--- config.mk ---
export PLATFORM = sky130hd
export DESIGN_NAME = sb_tx_arbiter
export DESIGN_NICKNAME = d
export VERILOG_FILES = /design/src/rtl/sb_pkg.sv /design/src/rtl/sb_cmd_tracker.sv /design/src/rtl/sb_tx_arbiter.sv
export SDC_FILE = /design/constraint.sdc
export NUM_CORES = 1
export LEC_CHECK = 0
export CORE_ASPECT_RATIO = 1.4
export CORE_MARGIN = 2
export CORE_UTILIZATION = 55
export CTS_CLUSTER_DIAMETER = 150
export DETAILED_ROUTE_END_ITERATION = 10
export PLACE_DENSITY = 0.83
export SLEW_MARGIN = 20
export SYNTH_ARGS = -nofsm -noshare
export SYNTH_HDL_FRONTEND = slang
export SYNTH_HIERARCHICAL = 1
export SYNTH_SLANG_ARGS = --single-unit
--- constraint.sdc ---
create_clock -name sb_clk -period 2.2 [get_ports sb_clk]
set_input_delay 0.22 -clock sb_clk [delete_from_list [all_inputs] [get_ports sb_clk]]
set_output_delay 0.22 -clock sb_clk [all_outputs]
set_load 0.1 [all_outputs]
--- src/rtl/sb_pkg.sv ---
// Shared sideband definitions: arbiter state/requester enums, SB symbol codes
// and small helpers used by the TX arbiter and the RX decoder.
package sb_pkg;

   typedef enum logic [1:0] {IDLE, GRANT, GAP} arb_state_t;
   typedef enum logic [1:0] {REQ_LT, REQ_RSP, REQ_CMD, REQ_NONE} req_t;

   localparam logic [7:0] DLE     = 8'h10;
   localparam logic [7:0] STX_CMD = 8'h02;
   localparam logic [7:0] STX_RSP = 8'h03;
   localparam logic [7:0] ETX     = 8'h04;
   localparam logic [7:0] LSE     = 8'h05;
   localparam logic [7:0] CLSE    = 8'h06;

   // Counter width able to hold max_val; never narrower than one bit.
   function automatic int cnt_w(input int max_val);
      return (max_val > 0) ? $clog2(max_val + 1) : 1;
   endfunction

   // Fixed priority LT > RSP > CMD, unless the command is pushed to the front.
   function automatic req_t arb_pick(input logic lt, input logic rsp,
                                     input logic cmd, input logic cmd_first);
      if (cmd_first && cmd) return REQ_CMD;
      if (lt)               return REQ_LT;
      if (rsp)              return REQ_RSP;
      if (cmd)              return REQ_CMD;
      return REQ_NONE;
   endfunction

endpackage

--- src/rtl/sb_cmd_tracker.sv ---
// Tracks the single outstanding AT command: response timeout, retry counting
// and the cmd_ok / cmd_retry / cmd_fail pulses.
module sb_cmd_tracker
   import sb_pkg::*;
#(
   parameter int RSP_TIMEOUT = 1000,
   parameter int MAX_RETRY   = 3
) (
   input  logic sb_clk,
   input  logic rst,
   input  logic disconnect,
   input  logic cmd_done,
   input  logic rsp_rcvd,
   output logic outstanding,
   output logic outstanding_nxt,
   output logic retry_pend,
   output logic cmd_ok,
   output logic cmd_retry,
   output logic cmd_fail
);

   localparam int TMR_W = cnt_w(RSP_TIMEOUT);
   localparam int RTY_W = cnt_w(MAX_RETRY);

   logic             outst_q, outst_d;
   logic             pend_q, pend_d;
   logic [TMR_W-1:0] timer_q, timer_d;
   logic [RTY_W-1:0] retry_cnt_q, retry_cnt_d;
   logic             ok_q, ok_d;
   logic             retry_q, retry_d;
   logic             fail_q, fail_d;

   always_comb begin
      outst_d     = outst_q;
      pend_d      = pend_q;
      timer_d     = timer_q;
      retry_cnt_d = retry_cnt_q;
      ok_d        = 1'b0;
      retry_d     = 1'b0;
      fail_d      = 1'b0;
      if (disconnect) begin
         // Link loss abandons the command silently.
         outst_d     = 1'b0;
         pend_d      = 1'b0;
         timer_d     = '0;
         retry_cnt_d = '0;
      end else begin
         if (outst_q) begin
            if (rsp_rcvd) begin
               ok_d        = 1'b1;
               outst_d     = 1'b0;
               retry_cnt_d = '0;
            end else if (timer_q == TMR_W'(1)) begin
               outst_d = 1'b0;
               if (retry_cnt_q < RTY_W'(MAX_RETRY)) begin
                  retry_cnt_d = retry_cnt_q + 1'b1;
                  retry_d     = 1'b1;
                  pend_d      = 1'b1;
               end else begin
                  fail_d      = 1'b1;
                  retry_cnt_d = '0;
               end
            end else begin
               timer_d = timer_q - 1'b1;
            end
         end
         if (cmd_done) begin
            outst_d = 1'b1;
            timer_d = TMR_W'(RSP_TIMEOUT);
            pend_d  = 1'b0;
         end
      end
   end

   always_ff @(posedge sb_clk or negedge rst) begin
      if (!rst) begin
         outst_q     <= 1'b0;
         pend_q      <= 1'b0;
         timer_q     <= '0;
         retry_cnt_q <= '0;
         ok_q        <= 1'b0;
         retry_q     <= 1'b0;
         fail_q      <= 1'b0;
      end else begin
         outst_q     <= outst_d;
         pend_q      <= pend_d;
         timer_q     <= timer_d;
         retry_cnt_q <= retry_cnt_d;
         ok_q        <= ok_d;
         retry_q     <= retry_d;
         fail_q      <= fail_d;
      end
   end

   assign outstanding     = outst_q;
   assign outstanding_nxt = outst_d;
   assign retry_pend      = pend_q;
   assign cmd_ok          = ok_q;
   assign cmd_retry       = retry_q;
   assign cmd_fail        = fail_q;

endmodule

--- src/rtl/sb_tx_arbiter.sv ---
// Sideband TX framer arbiter (LT > RSP > CMD) with inter-frame gap and AT
// command tracking. Define SB_ARB_STARVE_GUARD_EN to enable the CMD starvation guard.
module sb_tx_arbiter
   import sb_pkg::*;
#(
   parameter int GAP_CYCLES   = 4,
   parameter int RSP_TIMEOUT  = 1000,
   parameter int MAX_RETRY    = 3,
   parameter int STARVE_LIMIT = 8
) (
   input  logic sb_clk,
   input  logic rst,
   input  logic disconnect,
   input  logic lt_req,
   input  logic at_rsp_req,
   input  logic at_cmd_req,
   input  logic tx_done,
   input  logic rsp_rcvd,
   output logic lt_gnt,
   output logic rsp_gnt,
   output logic cmd_gnt,
   output logic tx_start,
   output logic cmd_ok,
   output logic cmd_retry,
   output logic cmd_fail,
   output logic busy
);

   localparam int GAP_W = cnt_w(GAP_CYCLES);

   arb_state_t       state_q, state_d;
   logic [2:0]       gnt_q, gnt_d;
   logic [GAP_W-1:0] gap_q, gap_d;
   logic             tx_start_q, tx_start_d;
   logic             busy_q, busy_d;

   logic outstanding, outstanding_nxt, retry_pend;
   logic cmd_elig, cmd_first, cmd_done, arb_fire;
   req_t pick;

   assign cmd_elig = (at_cmd_req | retry_pend) & ~outstanding;
   assign cmd_done = (state_q == GRANT) & gnt_q[2] & tx_done;
   assign pick     = arb_pick(lt_req, at_rsp_req, cmd_elig, cmd_first);
   assign arb_fire = (state_q == IDLE) & ~disconnect & (pick != REQ_NONE);

`ifdef SB_ARB_STARVE_GUARD_EN
   localparam int STV_W = cnt_w(STARVE_LIMIT);

   logic [STV_W-1:0] starve_q, starve_d;

   assign cmd_first = (starve_q >= STV_W'(STARVE_LIMIT));

   // Counts LT/RSP wins taken while a command was ready to go.
   always_comb begin
      starve_d = starve_q;
      if (disconnect) begin
         starve_d = '0;
      end else if (arb_fire) begin
         if (pick == REQ_CMD) begin
            starve_d = '0;
         end else if (cmd_elig && (starve_q < STV_W'(STARVE_LIMIT))) begin
            starve_d = starve_q + 1'b1;
         end
      end
   end

   always_ff @(posedge sb_clk or negedge rst) begin
      if (!rst) starve_q <= '0;
      else      starve_q <= starve_d;
   end
`else
   assign cmd_first = 1'b0;
`endif

   always_comb begin
      state_d    = state_q;
      gnt_d      = gnt_q;
      gap_d      = gap_q;
      tx_start_d = 1'b0;
      if (disconnect) begin
         state_d = IDLE;
         gnt_d   = '0;
         gap_d   = '0;
      end else begin
         case (state_q)
            IDLE: begin
               if (arb_fire) begin
                  state_d    = GRANT;
                  gnt_d      = 3'b001 << pick;
                  tx_start_d = 1'b1;
               end
            end
            GRANT: begin
               if (tx_done) begin
                  gnt_d = '0;
                  if (GAP_CYCLES == 0) begin
                     state_d = IDLE;
                  end else begin
                     state_d = GAP;
                     gap_d   = GAP_W'(GAP_CYCLES);
                  end
               end
            end
            GAP: begin
               if (gap_q <= GAP_W'(1)) state_d = IDLE;
               else                     gap_d   = gap_q - 1'b1;
            end
            default: begin
               state_d = IDLE;
               gnt_d   = '0;
            end
         endcase
      end
      busy_d = (state_d != IDLE) | outstanding_nxt;
   end

   always_ff @(posedge sb_clk or negedge rst) begin
      if (!rst) begin
         state_q    <= IDLE;
         gnt_q      <= '0;
         gap_q      <= '0;
         tx_start_q <= 1'b0;
         busy_q     <= 1'b0;
      end else begin
         state_q    <= state_d;
         gnt_q      <= gnt_d;
         gap_q      <= gap_d;
         tx_start_q <= tx_start_d;
         busy_q     <= busy_d;
      end
   end

   sb_cmd_tracker #(
      .RSP_TIMEOUT (RSP_TIMEOUT),
      .MAX_RETRY   (MAX_RETRY)
   ) u_cmd_tracker (
      .sb_clk          (sb_clk),
      .rst             (rst),
      .disconnect      (disconnect),
      .cmd_done        (cmd_done),
      .rsp_rcvd        (rsp_rcvd),
      .outstanding     (outstanding),
      .outstanding_nxt (outstanding_nxt),
      .retry_pend      (retry_pend),
      .cmd_ok          (cmd_ok),
      .cmd_retry       (cmd_retry),
      .cmd_fail        (cmd_fail)
   );

   assign lt_gnt   = gnt_q[0];
   assign rsp_gnt  = gnt_q[1];
   assign cmd_gnt  = gnt_q[2];
   assign tx_start = tx_start_q;
   assign busy     = busy_q;

endmodule

After elaboration in Yosys (flattened, before gate mapping)
Index checks and enable logic that the tools add are counted.

Bits in registers: 27. Input port bits: 8. Logic and storage cells: 112.

$add $sub $neg: 3. Order comparisons: 2. Eq/ne operators: 10. Shift operators: 1. Mux-type cells: 62. Bitwise operators: 9. Reductions and logical operators: 13.

Operator list (number): 2-to-1 mux 10 bit (5); 2-to-1 mux 1 bit (33); 2-to-1 mux 2 bit (15); 2-to-1 mux 3 bit (6); nonzero test 3 bit (5); != test 3 bit (second input constant) (4); equality test 10 x 1 -> 1 bit (second input constant) (1); subtractor 10 x 1 -> 10 bit (second input constant) (1); case mux 3 bit (3 select lines) (1); AND reduction 3 bit (3); case mux 2 bit (3 select lines) (1); case mux 3 bit (2 select lines) (1); AND 1 bit (5); != test 2 bit (second input constant) (2); AND reduction 4 bit (1); nonzero test 2 bit (2); less-or-equal comparator 3 x 1 -> 1 bit (second input constant) (1); != test 3 x 2 -> 1 bit (second input constant) (1); left shift 1 x 2 -> 3 bit (first input constant) (1); subtractor 3 x 1 -> 3 bit (second input constant) (1); adder 2 x 1 -> 2 bit (second input constant) (1); equality test 2 x 1 -> 1 bit (second input constant) (1); equality test 2 bit (second input constant) (1); logical NOT 2 bit (1); other kinds (4) (6).

Depth between registers and ports, before layout
Gate-level depths: netlist (run 1).

Word-level depth: 15. Mapped depth: 9. Depth with buffers taken out: 8.

By module
The synthesis (run 1) kept the hierarchy.

Modules (own cells, without submodules): sb_cmd_tracker (times used 1, cells each 96, area an instance 915.9 um2, seq. area each 425.4 um2); sb_tx_arbiter (times used 1, cells each 55, area an instance 554.3 um2, seq. area each 250.2 um2).

Least setup slack after synthesis (run 1)
No wires, ideal clock.

Kind: register to register. Start point: register u_cmd_tracker.timer_q[4]. End point: register busy_q (netlist: busy). Setup time: 142 ps. Data arrival time: 1845 ps. Required time: 2058 ps. Slack: 213 ps. Stages on the path, launching flop included: 9. Cell sequence: dfrtp_1 > or3_1 > buf_2 > or4_1 > clkbuf_1 > a21oi_1 > nor2_1 > inv_1 > o221ai_1.

Longest elaborated chain between the ends: 7.

RTL lines: start: declaration (RTL line sb_cmd_tracker.sv:27) `logic [TMR_W-1:0] timer_q, timer_d;`; start signal: assignment (RTL line sb_cmd_tracker.sv:87) `timer_q <= timer_d;`; equality test 10 x 1 -> 1 bit (RTL line sb_cmd_tracker.sv:53) `end else if (timer_q == TMR_W'(1)) begin`; 2-to-1 mux 1 bit (RTL line sb_cmd_tracker.sv:53); 2-to-1 mux 1 bit (RTL line sb_cmd_tracker.sv:49) `if (rsp_rcvd) begin`; 2-to-1 mux 1 bit (RTL line sb_cmd_tracker.sv:48) `if (outst_q) begin`; 2-to-1 mux 1 bit (RTL line sb_cmd_tracker.sv:67) `if (cmd_done) begin`; 2-to-1 mux 1 bit (RTL line sb_cmd_tracker.sv:41) `if (disconnect) begin`; named net outstanding_nxt (RTL line sb_tx_arbiter.sv:37) `logic outstanding, outstanding_nxt, retry_pend;`; OR 1 bit (RTL line sb_tx_arbiter.sv:114) `busy_d = (state_d != IDLE) | outstanding_nxt;`; named net busy_d (RTL line sb_tx_arbiter.sv:35) `logic busy_q, busy_d;`; end signal: assignment (RTL line sb_tx_arbiter.sv:129) `busy_q <= busy_d;`; end: declaration (RTL line sb_tx_arbiter.sv:35).

The timed path passes the listed nets, and every way through them passes these cells. A chain may end at the register's enable or synchronous reset.

Final worst setup path (run 1)
Start point: register u_cmd_tracker.timer_q[0]. End point: register u_cmd_tracker.timer_q[7].

Longest elaborated chain between the ends: 6. Elaborated cells on any way between the ends: 9.

RTL lines: subtractor 10 x 1 -> 10 bit (RTL line sb_cmd_tracker.sv:64) `timer_d = timer_q - 1'b1;`; 2-to-1 mux 10 bit (RTL line sb_cmd_tracker.sv:53); 2-to-1 mux 10 bit (RTL line sb_cmd_tracker.sv:49); 2-to-1 mux 10 bit (RTL line sb_cmd_tracker.sv:48); 2-to-1 mux 10 bit (RTL line sb_cmd_tracker.sv:67); 2-to-1 mux 10 bit (RTL line sb_cmd_tracker.sv:41).

Parallel ways exist; a longest one is shown, timed or not. The select of a mux whose other input is x is not followed.

==> impl_results.html, run 1 <==
<table>
<tr><th>Metric</th><th>Value</th></tr>
<tr><th colspan="2">Drt</th></tr>
<tr><td>Total number of vias</td><td>roughly 1200</td></tr>
<tr><td>Detailed-routing iteration count for the pre-antenna-repair pass</td><td>4</td></tr>
<tr><td>Avg Vias per Cell</td><td>5.93</td></tr>
<tr><td>Number of DRC violations after detailed-routing iteration 0</td><td>45</td></tr>
<tr><td>DRT Wirelength</td><td>3030 um</td></tr>
<tr><td>Count of unresolved DRC violations after routing</td><td>0</td></tr>
<tr><td>Antenna Violating Nets Remaining</td><td>0</td></tr>
<tr><td>Per-cell routed wire length</td><td>between 10 and 15 um</td></tr>
<tr><th colspan="2">Floorplanning</th></tr>
<tr><td>Die footprint</td><td>0.00311 sq mm</td></tr>
<tr><td>Count of boundary I/O pins</td><td>16</td></tr>
<tr><td>Effective utilization at floorplan</td><td>0.568</td></tr>
<tr><td>Cell row count</td><td>22</td></tr>
<tr><td>Die Y-Extent</td><td>about 65 um</td></tr>
<tr><td>Placeable core region</td><td>0.00259 sq mm</td></tr>
<tr><td>Die X-Extent</td><td>47.7 um</td></tr>
<tr><th colspan="2">Timing</th></tr>
<tr><td>Summed negative setup slack over all endpoints</td><td>0 ns</td></tr>
<tr><td>Setup Viol. Count Final</td><td>0</td></tr>
<tr><td>Post-route minimum period</td><td>1.97 ns</td></tr>
<tr><td>Number of max-slew violations in the final report</td><td>0</td></tr>
<tr><td>RSZ-0062 raised after global routing</td><td>false</td></tr>
<tr><td>Slew of the pin with the lowest slew margin</td><td>0.584 ns</td></tr>
<tr><td>Hold violation total from the final report</td><td>0</td></tr>
<tr><td>Worst Skew</td><td>0.00345 ns</td></tr>
<tr><td>Fmax</td><td>between 500 and 600 MHz</td></tr>
<tr><td>Portion of the clock cycle consumed by the worst path in the final layout</td><td>0.895</td></tr>
<tr><td>Relative slew margins</td><td>0.609</td></tr>
<tr><th colspan="2">Cells and area</th></tr>
<tr><td>Layout cells sized above 1</td><td>0.164</td></tr>
<tr><td>Post-layout net count</td><td>185</td></tr>
<tr><td>Fraction of the core area covered by cells at the end of the flow</td><td>0.660</td></tr>
<tr><td>Growth of design area from synthesis to finish</td><td>16.1%</td></tr>
<tr><td>Antenna diode count</td><td>0</td></tr>
<tr><td>Filler Cells Inserted</td><td>231</td></tr>
<tr><th colspan="2">Yosys</th></tr>
<tr><td>Async set-reset flop share out of synthesis</td><td>1.00</td></tr>
<tr><td>Average size of a mapped cell</td><td>9.74 sq um</td></tr>
<tr><td>Synth Flop Type</td><td>sky130_fd_sc_hd__dfrtp_1</td></tr>
<tr><td>Warnings from Yosys</td><td>6</td></tr>
<tr><td>Seq/Total Area, Yosys</td><td>0.460</td></tr>
<tr><td>Post-Syn Nets</td><td>164</td></tr>
<tr><td>Unique cell type count in the Yosys netlist</td><td>47</td></tr>
<tr><td>Total of flip-flops plus latches after synthesis</td><td>27</td></tr>
<tr><td>Synthesized netlist cell count</td><td>151</td></tr>
<tr><td>Post-synth EDFFs</td><td>0</td></tr>
<tr><td>Combined area of all synthesized cells</td><td>0.00147 sq mm</td></tr>
<tr><th colspan="2">Clock tree</th></tr>
<tr><td>Clk sinks</td><td>27</td></tr>
<tr><td>TritonCTS clock tree</td><td>yes</td></tr>
<tr><td>Post-CTS setup buffers</td><td>0</td></tr>
<tr><td>CTS Buffer Depth</td><td>2</td></tr>
<tr><td>CTS HTree Levels</td><td>1</td></tr>
<tr><td>Root Buffer</td><td>sky130_fd_sc_hd__clkbuf_4</td></tr>
<tr><td>Insertion delay to the later sink of the worst-skew pair</td><td>0.31 ns</td></tr>
<tr><td>Post-cts gate resize count</td><td>0</td></tr>
<tr><td>Cts bufs inserted</td><td>3</td></tr>
<tr><td>Hold buffer count at CTS</td><td>0</td></tr>
<tr><td>Clock-pin slew of the registers on the worst-case setup and hold paths</td><td>0.13 ns</td></tr>
<tr><th colspan="2">Flow run</th></tr>
<tr><td>Count of maximum capacitance violations</td><td>0</td></tr>
<tr><th colspan="2">Critical path</th></tr>
<tr><td>Crit. End Element</td><td>register</td></tr>
<tr><td>FF-to-FF Start</td><td>u_cmd_tracker/timer_q[0]</td></tr>
<tr><td>Library cell contributing the largest single delay on the critical path</td><td>sky130_fd_sc_hd__or4b_4</td></tr>
<tr><td>Cells along the critical path</td><td>or4b_4 &gt; or4_1 &gt; or3_1 &gt; a31oi_1</td></tr>
<tr><td>R2r worst-path depth</td><td>4</td></tr>
<tr><td>Slack of the worst reg-to-reg path</td><td>0.23 ns</td></tr>
<tr><td>Data arrival time of the critical path</td><td>2.21 ns</td></tr>
<tr><td>Maximum fanout encountered on the critical timing path</td><td>4</td></tr>
<tr><td>Kind of critical path</td><td>reg -&gt; reg</td></tr>
<tr><td>Number of buffer and inverter instances along the worst setup path</td><td>0</td></tr>
<tr><td>Category of cells accounting for the largest share of critical-path delay</td><td>simple AND/OR/NAND/NOR gates</td></tr>
<tr><td>CP Data Required Time</td><td>approximately 2.4 ns</td></tr>
<tr><td>Reg2reg end</td><td>u_cmd_tracker/timer_q[7]</td></tr>
<tr><td>CP Launch Type</td><td>register</td></tr>
<tr><td>Biggest cell delay along the critical path</td><td>0.55 ns</td></tr>
<tr><td>Levels on crit path</td><td>4</td></tr>
<tr><th colspan="2">Pwr</th></tr>
<tr><td>Cell Pwr Density</td><td>511 mW/mm^2</td></tr>
<tr><td>Largest voltage drop on the vdd net</td><td>a little over 0.4 mV</td></tr>
<tr><td>Reported leakage power</td><td>0.744 nW</td></tr>
<tr><th colspan="2">Global route</th></tr>
<tr><td>Global router's overall resource usage</td><td>0.230</td></tr>
<tr><td>Largest net degree at the start of global routing</td><td>28</td></tr>
<tr><td>Global route overflow</td><td>0</td></tr>
<tr><td>Vias in the first global route</td><td>1220</td></tr>
<tr><td>Global-route wire length before repair</td><td>5300 um</td></tr>
<tr><td>Antenna violations before repair</td><td>0</td></tr>
<tr><th colspan="2">Placement</th></tr>
<tr><td>HPWL after DPL</td><td>2320 um</td></tr>
<tr><td>Number of buffer cells added on primary ports</td><td>15</td></tr>
<tr><td>Weighted congestion reported at the end of routability-driven placement</td><td>around 0.84</td></tr>
<tr><th colspan="2">Outcome</th></tr>
<tr><td>Run status</td><td>finished clean</td></tr>
<tr><th colspan="2">Min path</th></tr>
<tr><td>Worst hold-check path type</td><td>in -&gt; async</td></tr>
</table>
[layout by cell type, fill, tap and decap left out, drive strengths merged, types with 2 or more instances in the layout]
master,n
nand3b,2
or4,5
a211oi,4
mux2i,2
o21ba,2
clkbuf,4
o21bai,2
or3,6
o21ai,5
inv,7
clkdlybuf4s50,7
a31oi,4
nand3,3
o31ai,2
nor3,9
nor4,3
a21oi,8
nand2,4
ha,5
buf,17
nor2,14
nand2b,5
and3b,2
dfrtp,27
o21a,2
[cells in the mapped netlist (all sizes together), types with 5 or more instances]
cell type / count / share of area
or3: 6 / 0.026
nor2: 14 / 0.036
o21ai: 5 / 0.017
a21oi: 8 / 0.027
inv: 7 / 0.018
nor3: 9 / 0.031
ha: 5 / 0.043
clkbuf: 6 / 0.015
dfrtp: 27 / 0.46
or4: 5 / 0.026
nand2b: 5 / 0.021
[flip-flops by register name, indices dropped and copies added (netlist names), 2 cells and up]
signal / flops
u_cmd_tracker/timer_q: 10
gap_q: 3
state_q: 2
u_cmd_tracker/retry_cnt_q: 2
gnt_q: 3
[cells by family (layout without fill, tap and decap cells)]
group,Yosys count,in the layout,share of synthesized area
AO/OA/AOI/OAI,39,39,0.186
XOR/XNOR,1,1,0.00596
adder cells (fa/ha/maj),5,5,0.0426
buffers and inverters,15,35,0.0400
flip-flops,27,27,0.460
multiplexers,3,3,0.0213
AND/OR/NAND/NOR,61,61,0.244
[stage by stage]
stage / area, sq um / setup WS [ns] / cells / total power, mW / hold WS [ns]
4_1_cts: 1710 / 0.221 / 207 / 0.884 / 0.260
2_1_floorplan: 1470 / 0.213 / 151 / 0.620 / -0.0756
3_5_place_dp: 1680 / 0.0529 / 203 / 0.676 / 0.518
3_3_place_gp: 1680 / 0.129 / 203 / 0.672 / 0.503
5_1_grt: 1710 / 0.118 / 207 / 0.909 / 0.283
6_report: 1710 / 0.230 / 207 / 0.871 / 0.258
[metal layers]
layer / vias to the layer above / part of all wire / wire length, um / GRT usage
li1: 597 / - / - / -
met1: 587 / 0.41 / 1250 / 0.293
met3: 8 / 0.029 / 89 / 0.0220
met4: 0 / 0.019 / 58 / 0.108
met2: 36 / 0.54 / 1630 / 0.375
met5: - / 0 / 0 / 0
[area by class of cell]
cell class,instances,area (sq um),share of cell area
Clock buffer,4,26.3,0.0154
Timing Repair Buffer,24,198,0.116
Multi-Input combinational cell,109,736,0.431
Inverter,7,26.3,0.0154
Tap cell,36,45.0,0.0264
Sequential cell,27,676,0.396
[power by group]
group / switching [mW] / internal [mW]
Combinational: 0.0989 / 0.0485
Sequential: 0.0104 / 0.508
Clock: 0.134 / 0.0708
Total: 0.244 / 0.628
[worst max-delay path by stage]
| stage | startpoint | to |
|---|---|---|
| floorplan | u_cmd_tracker/timer_q[4] | busy |
| global placement | rsp_rcvd | u_cmd_tracker/timer_q[7] |
| detailed placement | rsp_rcvd | u_cmd_tracker/timer_q[7] |
| CTS | u_cmd_tracker/timer_q[0] | u_cmd_tracker/timer_q[7] |
| global route | u_cmd_tracker/timer_q[4] | u_cmd_tracker/retry_pend |
| finish | u_cmd_tracker/timer_q[0] | u_cmd_tracker/timer_q[7] |
(Power assumes the default switching activity.)
==> inputs of run 2 (changes only) <==
--- a/config.mk
+++ b/config.mk
@@ -5,7 +5,7 @@
 export SDC_FILE = /design/constraint.sdc
 export NUM_CORES = 1
 export LEC_CHECK = 0
-export CORE_ASPECT_RATIO = 1.4
+export ABC_CLOCK_PERIOD_IN_PS = 2200
 export CORE_MARGIN = 2
 export CORE_UTILIZATION = 55
 export CTS_CLUSTER_DIAMETER = 150
==> run 2 against run 1 <==
Clock skew increased by 0.0051 ns. Core utilization increased by 1.7 points. Sequential power about the same. Critical endpoint is now u_cmd_tracker/cmd_retry. Worst setup slack got worse by 0.054 ns. Sequential share of layout area increased by 0.35 points. Largest power group unchanged.
==> impl_results.html, run 2 (synthesized netlist as in run 1, its figures left out) <==
<table>
<tr><th>Metric</th><th>Value</th></tr>
<tr><th colspan="2">Outcome</th></tr>
<tr><td>Run status</td><td>finished clean</td></tr>
<tr><th colspan="2">Cells and area</th></tr>
<tr><td>Layout cells sized above 1</td><td>0.159 (-0.00492)</td></tr>
<tr><td>Final cell count without fillers</td><td>200 (-3.4%)</td></tr>
<tr><td>Filler Cells Inserted</td><td>188 (-19%)</td></tr>
<tr><td>Largest registers</td><td>u_cmd_tracker/timer_q (10), gap_q (3), gnt_q (3)</td></tr>
<tr><td>Flip-flop count of the largest register after layout</td><td>10 (unchanged)</td></tr>
<tr><td>Register with the highest flop count</td><td>u_cmd_tracker/timer_q</td></tr>
<tr><td>Growth of design area from synthesis to finish</td><td>15.1%</td></tr>
<tr><td>Antenna diode count</td><td>0 (unchanged)</td></tr>
<tr><td>Most common cell after layout, fill and taps aside</td><td>sky130_fd_sc_hd__dfrtp_1</td></tr>
<tr><td>Post-layout net count</td><td>184 (-0.54%)</td></tr>
<tr><td>Most used cells in the layout excluding fill and tap cells</td><td>sky130_fd_sc_hd__dfrtp_1 (27), sky130_fd_sc_hd__buf_4 (16), sky130_fd_sc_hd__nor2_1 (14)</td></tr>
<tr><th colspan="2">Flow run</th></tr>
<tr><td>Count of maximum capacitance violations</td><td>0 (unchanged)</td></tr>
<tr><th colspan="2">Critical path</th></tr>
<tr><td>Crit. End Element</td><td>register</td></tr>
<tr><td>Data arrival time of the critical path</td><td>2.24 ns (+0.03 ns)</td></tr>
<tr><td>CP Data Required Time</td><td>2.42 ns (-0.02 ns)</td></tr>
<tr><td>CP Launch Type</td><td>register</td></tr>
<tr><td>Kind of critical path</td><td>reg -&gt; reg</td></tr>
<tr><td>Maximum fanout encountered on the critical timing path</td><td>8 (+4)</td></tr>
<tr><th colspan="2">Drt</th></tr>
<tr><td>Wl on met1</td><td>1420 um (+13%)</td></tr>
<tr><td>Top layer reached by signal wires</td><td>met4</td></tr>
<tr><td>Total number of vias</td><td>1242 (+1.1%)</td></tr>
<tr><td>Avg Vias per Cell</td><td>6.21 (+4.7%)</td></tr>
<tr><td>DRT Wirelength</td><td>3140 um (+3.5%)</td></tr>
<tr><td>Per-cell routed wire length</td><td>15.7 um (+7.2%)</td></tr>
<tr><td>Count of unresolved DRC violations after routing</td><td>0 (unchanged)</td></tr>
<tr><td>Total met2 wirelength after detailed routing</td><td>1520 um (-6.8%)</td></tr>
<tr><td>Detailed-routing iteration count for the pre-antenna-repair pass</td><td>4 (unchanged)</td></tr>
<tr><td>Number of DRC violations after detailed-routing iteration 0</td><td>39 (-13%)</td></tr>
<tr><td>Antenna Violating Nets Remaining</td><td>0 (unchanged)</td></tr>
<tr><td>Amount of wire on met3 after detailed routing</td><td>172 um (+93%)</td></tr>
<tr><th colspan="2">Pwr</th></tr>
<tr><td>Largest voltage drop on the vdd net</td><td>0.500 mV (+22%)</td></tr>
<tr><td>Cell Pwr Density</td><td>520 mW/mm^2 (+1.8%)</td></tr>
<tr><td>Reported leakage power</td><td>0.739 nW (-0.73%)</td></tr>
<tr><td>Total Power Consumption</td><td>0.879 mW (+0.92%)</td></tr>
<tr><th colspan="2">Floorplanning</th></tr>
<tr><td>Die X-Extent</td><td>55.7 um (+17%)</td></tr>
<tr><td>Cell row count</td><td>18 (-18%)</td></tr>
<tr><td>Die footprint</td><td>0.00310 sq mm (-0.19%)</td></tr>
<tr><td>Count of boundary I/O pins</td><td>16 (unchanged)</td></tr>
<tr><td>Effective utilization at floorplan</td><td>0.588 (+0.0199)</td></tr>
<tr><td>Die Y-Extent</td><td>55.7 um (-15%)</td></tr>
<tr><td>Placeable core region</td><td>0.00250 sq mm (-3.4%)</td></tr>
<tr><th colspan="2">Clock tree</th></tr>
<tr><td>CTS HTree Levels</td><td>1 (unchanged)</td></tr>
<tr><td>Clock-pin slew of the registers on the worst-case setup and hold paths</td><td>0.15 ns (+0.02 ns)</td></tr>
<tr><td>Post-CTS setup buffers</td><td>0 (unchanged)</td></tr>
<tr><td>Post-cts gate resize count</td><td>0 (unchanged)</td></tr>
<tr><td>Hold buffer count at CTS</td><td>0 (unchanged)</td></tr>
<tr><td>Cts bufs inserted</td><td>3 (unchanged)</td></tr>
<tr><td>Root Buffer</td><td>sky130_fd_sc_hd__clkbuf_4</td></tr>
<tr><td>Clk sinks</td><td>27 (unchanged)</td></tr>
<tr><td>CTS Buffer Depth</td><td>2 (unchanged)</td></tr>
<tr><td>Insertion delay to the later sink of the worst-skew pair</td><td>0.32 ns (about the same)</td></tr>
<tr><td>TritonCTS clock tree</td><td>yes</td></tr>
<tr><th colspan="2">Global route</th></tr>
<tr><td>Largest net degree at the start of global routing</td><td>28 (unchanged)</td></tr>
<tr><td>Global-route wire length before repair</td><td>5690 um (+7.4%)</td></tr>
<tr><td>Global route overflow</td><td>0 (unchanged)</td></tr>
<tr><td>Vias in the first global route</td><td>1264 (+3.6%)</td></tr>
<tr><td>Global router's overall resource usage</td><td>0.225 (-0.00513)</td></tr>
<tr><td>Antenna violations before repair</td><td>0 (unchanged)</td></tr>
<tr><th colspan="2">Min path</th></tr>
<tr><td>Worst hold-check path type</td><td>in -&gt; async</td></tr>
<tr><th colspan="2">Timing</th></tr>
<tr><td>Post-route worst hold slack</td><td>0.246 ns (-0.0112 ns)</td></tr>
<tr><td>Portion of the clock cycle consumed by the worst path in the final layout</td><td>0.920 (+0.0245)</td></tr>
<tr><td>RSZ-0062 raised after global routing</td><td>false</td></tr>
<tr><td>Fmax</td><td>494 MHz (-2.7%)</td></tr>
<tr><td>Hold violation total from the final report</td><td>0 (unchanged)</td></tr>
<tr><td>Relative slew margins</td><td>0.631 (+0.0215)</td></tr>
<tr><td>Setup Viol. Count Final</td><td>0 (unchanged)</td></tr>
<tr><td>Post-route minimum period</td><td>2.02 ns (+0.0538 ns)</td></tr>
<tr><td>Number of max-slew violations in the final report</td><td>0 (unchanged)</td></tr>
<tr><td>Worst Skew</td><td>0.00853 ns (+0.00507 ns)</td></tr>
<tr><td>Slew of the pin with the lowest slew margin</td><td>0.552 ns (-0.0322 ns)</td></tr>
<tr><td>Summed negative setup slack over all endpoints</td><td>0 ns (unchanged)</td></tr>
<tr><th colspan="2">Placement</th></tr>
<tr><td>Count of placed standard cells including taps</td><td>196 (-3.4%)</td></tr>
<tr><td>HPWL after DPL</td><td>2350 um (+1.2%)</td></tr>
<tr><td>Number of buffer cells added on primary ports</td><td>15 (unchanged)</td></tr>
<tr><td>Weighted congestion reported at the end of routability-driven placement</td><td>0.778 (-7.7%)</td></tr>
</table>
[run 2: cell count changes in the layout (fill, tap and decap cells not counted)]
cell	change
sky130_fd_sc_hd__buf_4	-1
[run 2: worst max-delay path, cell delays in order (launching register included)]
cell                      delay, ns
sky130_fd_sc_hd__dfrtp_1       0.43
sky130_fd_sc_hd__or3_1         0.51
sky130_fd_sc_hd__or4_1         0.53
sky130_fd_sc_hd__buf_4         0.19
sky130_fd_sc_hd__nor4_1        0.28
[run 2: path summary, 6_finish.rpt]
kind,startpoint,endpoint,slack (ns),cells past startpoint
setup / recovery,u_cmd_tracker/timer_q[4],u_cmd_tracker/cmd_retry,0.18,4
hold / removal,rst,u_cmd_tracker/timer_q[9],0.25,2
setup reg to reg,u_cmd_tracker/timer_q[4],u_cmd_tracker/cmd_retry,0.18,4
hold reg to reg,u_cmd_tracker/retry_pend,u_cmd_tracker/retry_pend,0.55,1
max in group asynchronous,rst,u_cmd_tracker/timer_q[6],1.70,2
min in group sb_clk,u_cmd_tracker/retry_pend,u_cmd_tracker/retry_pend,0.55,1
[run 2: final cells by class]
cell class / instances / area (sq um) / share of cell area
Multi-Input combinational cell: 109 / 736 / 0.435
Sequential cell: 27 / 676 / 0.399
Timing Repair Buffer: 23 / 190 / 0.112
Tap cell: 30 / 37.5 / 0.0222
Clock buffer: 4 / 26.3 / 0.0155
Inverter: 7 / 26.3 / 0.0155
[run 2: stage by stage]
| step | instance area [sq um] | setup slack (ns) | util |
|---|---|---|---|
| after floorplan | 1470 | 0.213 | - |
| after global placement | 1670 | 0.114 | 0.666 |
| after detailed placement | 1670 | 0.0929 | 0.666 |
| after CTS | 1690 | 0.191 | 0.677 |
| after global routing | 1690 | 0.0514 | 0.677 |
| final | 1690 | 0.176 | 0.677 |
[run 2: routing by layer]
layer / vias to the layer above / track usage
met5: - / 0
met4: 0 / 0.0836
met3: 4 / 0.0279
met2: 45 / 0.361
met1: 600 / 0.312
li1: 593 / -
[run 2: where the power goes]
group / switching, mW / internal [mW] / total (mW)
clock network: 0.142 / 0.0709 / 0.213
registers: 0.0108 / 0.508 / 0.519
logic: 0.0993 / 0.0481 / 0.147
total: 0.252 / 0.627 / 0.879
==> inputs of run 3 (changes only) <==
--- a/config.mk
+++ b/config.mk
@@ -5,7 +5,7 @@
 export SDC_FILE = /design/constraint.sdc
 export NUM_CORES = 1
 export LEC_CHECK = 0
-export ABC_CLOCK_PERIOD_IN_PS = 2200
+export ABC_CLOCK_PERIOD_IN_PS = 2000
 export CORE_MARGIN = 2
 export CORE_UTILIZATION = 55
 export CTS_CLUSTER_DIAMETER = 150
==> constraint.sdc (replaced) <==
create_clock -name sb_clk -period 2 [get_ports sb_clk]
set_input_delay 0.2 -clock sb_clk [delete_from_list [all_inputs] [get_ports sb_clk]]
set_output_delay 0.2 -clock sb_clk [all_outputs]
set_load 0.1 [all_outputs]
==> run 3 against run 2 <==
Clock power rose by 8%. Core utilization rose by 2.6 points. Sequential share of layout area fell by 1.5 points. Non-clock buffer count rose by 6. Register-to-register slack got worse by 0.12 ns. Clock skew rose by 0.012 ns. Critical path type unchanged. Critical endpoint is now u_cmd_tracker/timer_q[7].
==> impl_results.html, run 3 (synthesized netlist as in run 1, its figures left out) <==
<table>
<tr><th>Metric</th><th>Value</th></tr>
<tr><th colspan="2">Critical path</th></tr>
<tr><td>Number of buffer and inverter instances along the worst setup path</td><td>0 (-1)</td></tr>
<tr><td>Kind of critical path</td><td>reg -&gt; reg</td></tr>
<tr><td>FF-to-FF Start</td><td>u_cmd_tracker/timer_q[0]</td></tr>
<tr><td>Crit. End Element</td><td>register</td></tr>
<tr><td>Biggest cell delay along the critical path</td><td>0.55 ns (+0.02 ns)</td></tr>
<tr><td>CP Data Required Time</td><td>2.26 ns (-0.16 ns)</td></tr>
<tr><td>Maximum fanout encountered on the critical timing path</td><td>3 (-5)</td></tr>
<tr><td>CP Launch Type</td><td>register</td></tr>
<tr><td>Category of cells accounting for the largest share of critical-path delay</td><td>simple AND/OR/NAND/NOR gates</td></tr>
<tr><td>Cells along the critical path</td><td>or4b_4 &gt; or4_4 &gt; or3_1 &gt; a31oi_1</td></tr>
<tr><td>CP Launch Point</td><td>u_cmd_tracker/timer_q[0]</td></tr>
<tr><td>Data arrival time of the critical path</td><td>2.21 ns (-0.03 ns)</td></tr>
<tr><td>Library cell contributing the largest single delay on the critical path</td><td>sky130_fd_sc_hd__or4b_4</td></tr>
<tr><th colspan="2">Drt</th></tr>
<tr><td>Per-cell routed wire length</td><td>15.6 um (-0.53%)</td></tr>
<tr><td>Number of DRC violations after detailed-routing iteration 0</td><td>47 (+21%)</td></tr>
<tr><td>Detailed-routing iteration count for the pre-antenna-repair pass</td><td>5 (+1)</td></tr>
<tr><td>Avg Vias per Cell</td><td>6.19 (-0.25%)</td></tr>
<tr><td>DRT Wirelength</td><td>3210 um (+2.5%)</td></tr>
<tr><td>Antenna Violating Nets Remaining</td><td>0 (unchanged)</td></tr>
<tr><td>Total number of vias</td><td>1276 (+2.7%)</td></tr>
<tr><td>Count of unresolved DRC violations after routing</td><td>0 (unchanged)</td></tr>
<tr><th colspan="2">Cells and area</th></tr>
<tr><td>Layout cells sized above 1</td><td>0.216 (+0.0571)</td></tr>
<tr><td>Post-layout net count</td><td>190 (+3.3%)</td></tr>
<tr><td>Area of the multi-input gates</td><td>754 sq um (+2.6%)</td></tr>
<tr><td>Filler Cells Inserted</td><td>172 (-8.5%)</td></tr>
<tr><td>Most used cells in the layout excluding fill and tap cells</td><td>sky130_fd_sc_hd__dfrtp_1 (27), sky130_fd_sc_hd__buf_4 (22), sky130_fd_sc_hd__nor2_1 (14)</td></tr>
<tr><td>Most common cell after layout, fill and taps aside</td><td>sky130_fd_sc_hd__dfrtp_1</td></tr>
<tr><td>Sequential cell area</td><td>676 sq um (unchanged)</td></tr>
<tr><td>Antenna diode count</td><td>0 (unchanged)</td></tr>
<tr><td>Register with the highest flop count</td><td>u_cmd_tracker/timer_q</td></tr>
<tr><td>Growth of design area from synthesis to finish</td><td>19.5%</td></tr>
<tr><td>Flip-flop count of the largest register after layout</td><td>10 (unchanged)</td></tr>
<tr><td>Largest registers</td><td>u_cmd_tracker/timer_q (10), gap_q (3), gnt_q (3)</td></tr>
<tr><th colspan="2">Timing</th></tr>
<tr><td>Slew of the pin with the lowest slew margin</td><td>0.502 ns (-0.0498 ns)</td></tr>
<tr><td>Setup Viol. Count Final</td><td>0 (unchanged)</td></tr>
<tr><td>Relative slew margins</td><td>0.664 (+0.0333)</td></tr>
<tr><td>Post-route minimum period</td><td>1.94 ns (-0.0799 ns)</td></tr>
<tr><td>Post-route worst setup slack</td><td>0.0563 ns (-0.120 ns)</td></tr>
<tr><td>Hold violation total from the final report</td><td>0 (unchanged)</td></tr>
<tr><td>Fmax</td><td>514 MHz (+4.1%)</td></tr>
<tr><td>Portion of the clock cycle consumed by the worst path in the final layout</td><td>0.972 (+0.0520)</td></tr>
<tr><td>Worst Skew</td><td>0.0206 ns (+0.0121 ns)</td></tr>
<tr><td>Number of max-slew violations in the final report</td><td>0 (unchanged)</td></tr>
<tr><th colspan="2">Global route</th></tr>
<tr><td>GR met3 Demand/Resource</td><td>0.0279 (unchanged)</td></tr>
<tr><td>Global router's overall resource usage</td><td>0.219 (-0.00594)</td></tr>
<tr><td>Global Route met2 Usage</td><td>0.354 (-0.00680)</td></tr>
<tr><td>Global route overflow</td><td>0 (unchanged)</td></tr>
<tr><td>Global-route wire length before repair</td><td>5500 um (-3.4%)</td></tr>
<tr><td>Met1 capacity usage during global routing</td><td>0.298 (-0.0136)</td></tr>
<tr><td>Largest net degree at the start of global routing</td><td>28 (unchanged)</td></tr>
<tr><td>Busiest layer in global routing</td><td>met2</td></tr>
<tr><td>Antenna violations before repair</td><td>0 (unchanged)</td></tr>
<tr><td>Vias in the first global route</td><td>1251 (-1.0%)</td></tr>
<tr><th colspan="2">Floorplanning</th></tr>
<tr><td>Die Y-Extent</td><td>55.7 um (unchanged)</td></tr>
<tr><td>Die X-Extent</td><td>55.7 um (unchanged)</td></tr>
<tr><td>Die footprint</td><td>0.00310 sq mm (unchanged)</td></tr>
<tr><td>Cell row count</td><td>18 (unchanged)</td></tr>
<tr><td>Count of boundary I/O pins</td><td>16 (unchanged)</td></tr>
<tr><td>Placeable core region</td><td>0.00250 sq mm (unchanged)</td></tr>
<tr><td>Effective utilization at floorplan</td><td>0.588 (unchanged)</td></tr>
<tr><th colspan="2">Clock tree</th></tr>
<tr><td>CTS HTree Levels</td><td>1 (unchanged)</td></tr>
<tr><td>Cts bufs inserted</td><td>3 (unchanged)</td></tr>
<tr><td>Clock-pin slew of the registers on the worst-case setup and hold paths</td><td>0.15 ns (about the same)</td></tr>
<tr><td>Insertion delay to the later sink of the worst-skew pair</td><td>0.32 ns (about the same)</td></tr>
<tr><td>CTS Buffer Depth</td><td>2 (unchanged)</td></tr>
<tr><td>Hold buffer count at CTS</td><td>0 (unchanged)</td></tr>
<tr><td>TritonCTS clock tree</td><td>yes</td></tr>
<tr><td>Clk sinks</td><td>27 (unchanged)</td></tr>
<tr><td>Root Buffer</td><td>sky130_fd_sc_hd__clkbuf_4</td></tr>
<tr><th colspan="2">Outcome</th></tr>
<tr><td>Run status</td><td>finished clean</td></tr>
<tr><th colspan="2">Pwr</th></tr>
<tr><td>Total Power Consumption</td><td>0.967 mW (+10%)</td></tr>
<tr><td>Largest voltage drop on the vdd net</td><td>0.485 mV (-3.0%)</td></tr>
<tr><td>Reported leakage power</td><td>0.775 nW (+4.9%)</td></tr>
<tr><td>Cell Pwr Density</td><td>551 mW/mm^2 (+5.9%)</td></tr>
<tr><th colspan="2">Placement</th></tr>
<tr><td>HPWL after DPL</td><td>2380 um (+1.4%)</td></tr>
<tr><td>Worst Setup Slack post-DPL</td><td>-0.0830 ns (-0.176 ns)</td></tr>
<tr><td>Weighted congestion reported at the end of routability-driven placement</td><td>0.791 (+1.7%)</td></tr>
<tr><td>Number of buffer cells added on primary ports</td><td>15 (unchanged)</td></tr>
<tr><th colspan="2">Flow run</th></tr>
<tr><td>Count of maximum capacitance violations</td><td>0 (unchanged)</td></tr>
<tr><th colspan="2">Min path</th></tr>
<tr><td>Worst hold-check path type</td><td>in -&gt; async</td></tr>
</table>
[run 3: path summary, 6_finish.rpt]
path	endpoint	slack, ns	cells past startpoint
min in group sb_clk	u_cmd_tracker/retry_pend	0.56	1
max	u_cmd_tracker/timer_q[7]	0.06	4
min reg2reg	u_cmd_tracker/retry_pend	0.56	1
max in group asynchronous	gnt_q[1]	1.51	2
min	u_cmd_tracker/timer_q[9]	0.21	2
max reg2reg	u_cmd_tracker/timer_q[7]	0.06	4
[run 3: stage by stage]
step,instance area [sq um],utilization,hold WS [ns],setup TNS (ns),instances
CTS,1730,0.692,0.230,0,205
global placement,1700,0.681,0.506,-0.0694,201
floorplan,1470,-,-0.0956,0,151
detailed placement,1700,0.681,0.528,-0.0830,201
finish,1760,0.703,0.214,0,206
global route,1760,0.703,0.276,-0.0176,206
[run 3: worst reg2reg max path, cell delays in order (launching register included)]
cell and delay [ns]:
sky130_fd_sc_hd__dfrtp_1 0.43, sky130_fd_sc_hd__or4b_4 0.55, sky130_fd_sc_hd__or4_4 0.44, sky130_fd_sc_hd__or3_1 0.31, sky130_fd_sc_hd__a31oi_1 0.16
[run 3: final cells by class]
class                           instances  share of cell area
Multi-Input combinational cell        109               0.429
Sequential cell                        27               0.385
Timing Repair Buffer                   29               0.134
Tap cell                               30              0.0214
Inverter                                7              0.0150
Clock buffer                            3              0.0128
Clock inverter                          1             0.00285
[run 3: power breakdown]
group          internal, mW  leakage (nW)  switching, mW
Combinational        0.0552         0.387          0.111
Clock                0.0748        0.0177          0.156
Sequential            0.559         0.371         0.0121
[run 3: what timing repair did]
action / 4_1_cts / 5_1_grt
setup endpoints to repair: 0 / 9
resized for setup: 0 / 4
buffers inserted: 0 / 1
[run 3: layer usage]
metal  vias to the layer above  routed length, um
met4                         0                 37
met1                       624               1430
li1                        606                  -
met2                        42               1590
met5                         -                  0
met3                         4                155
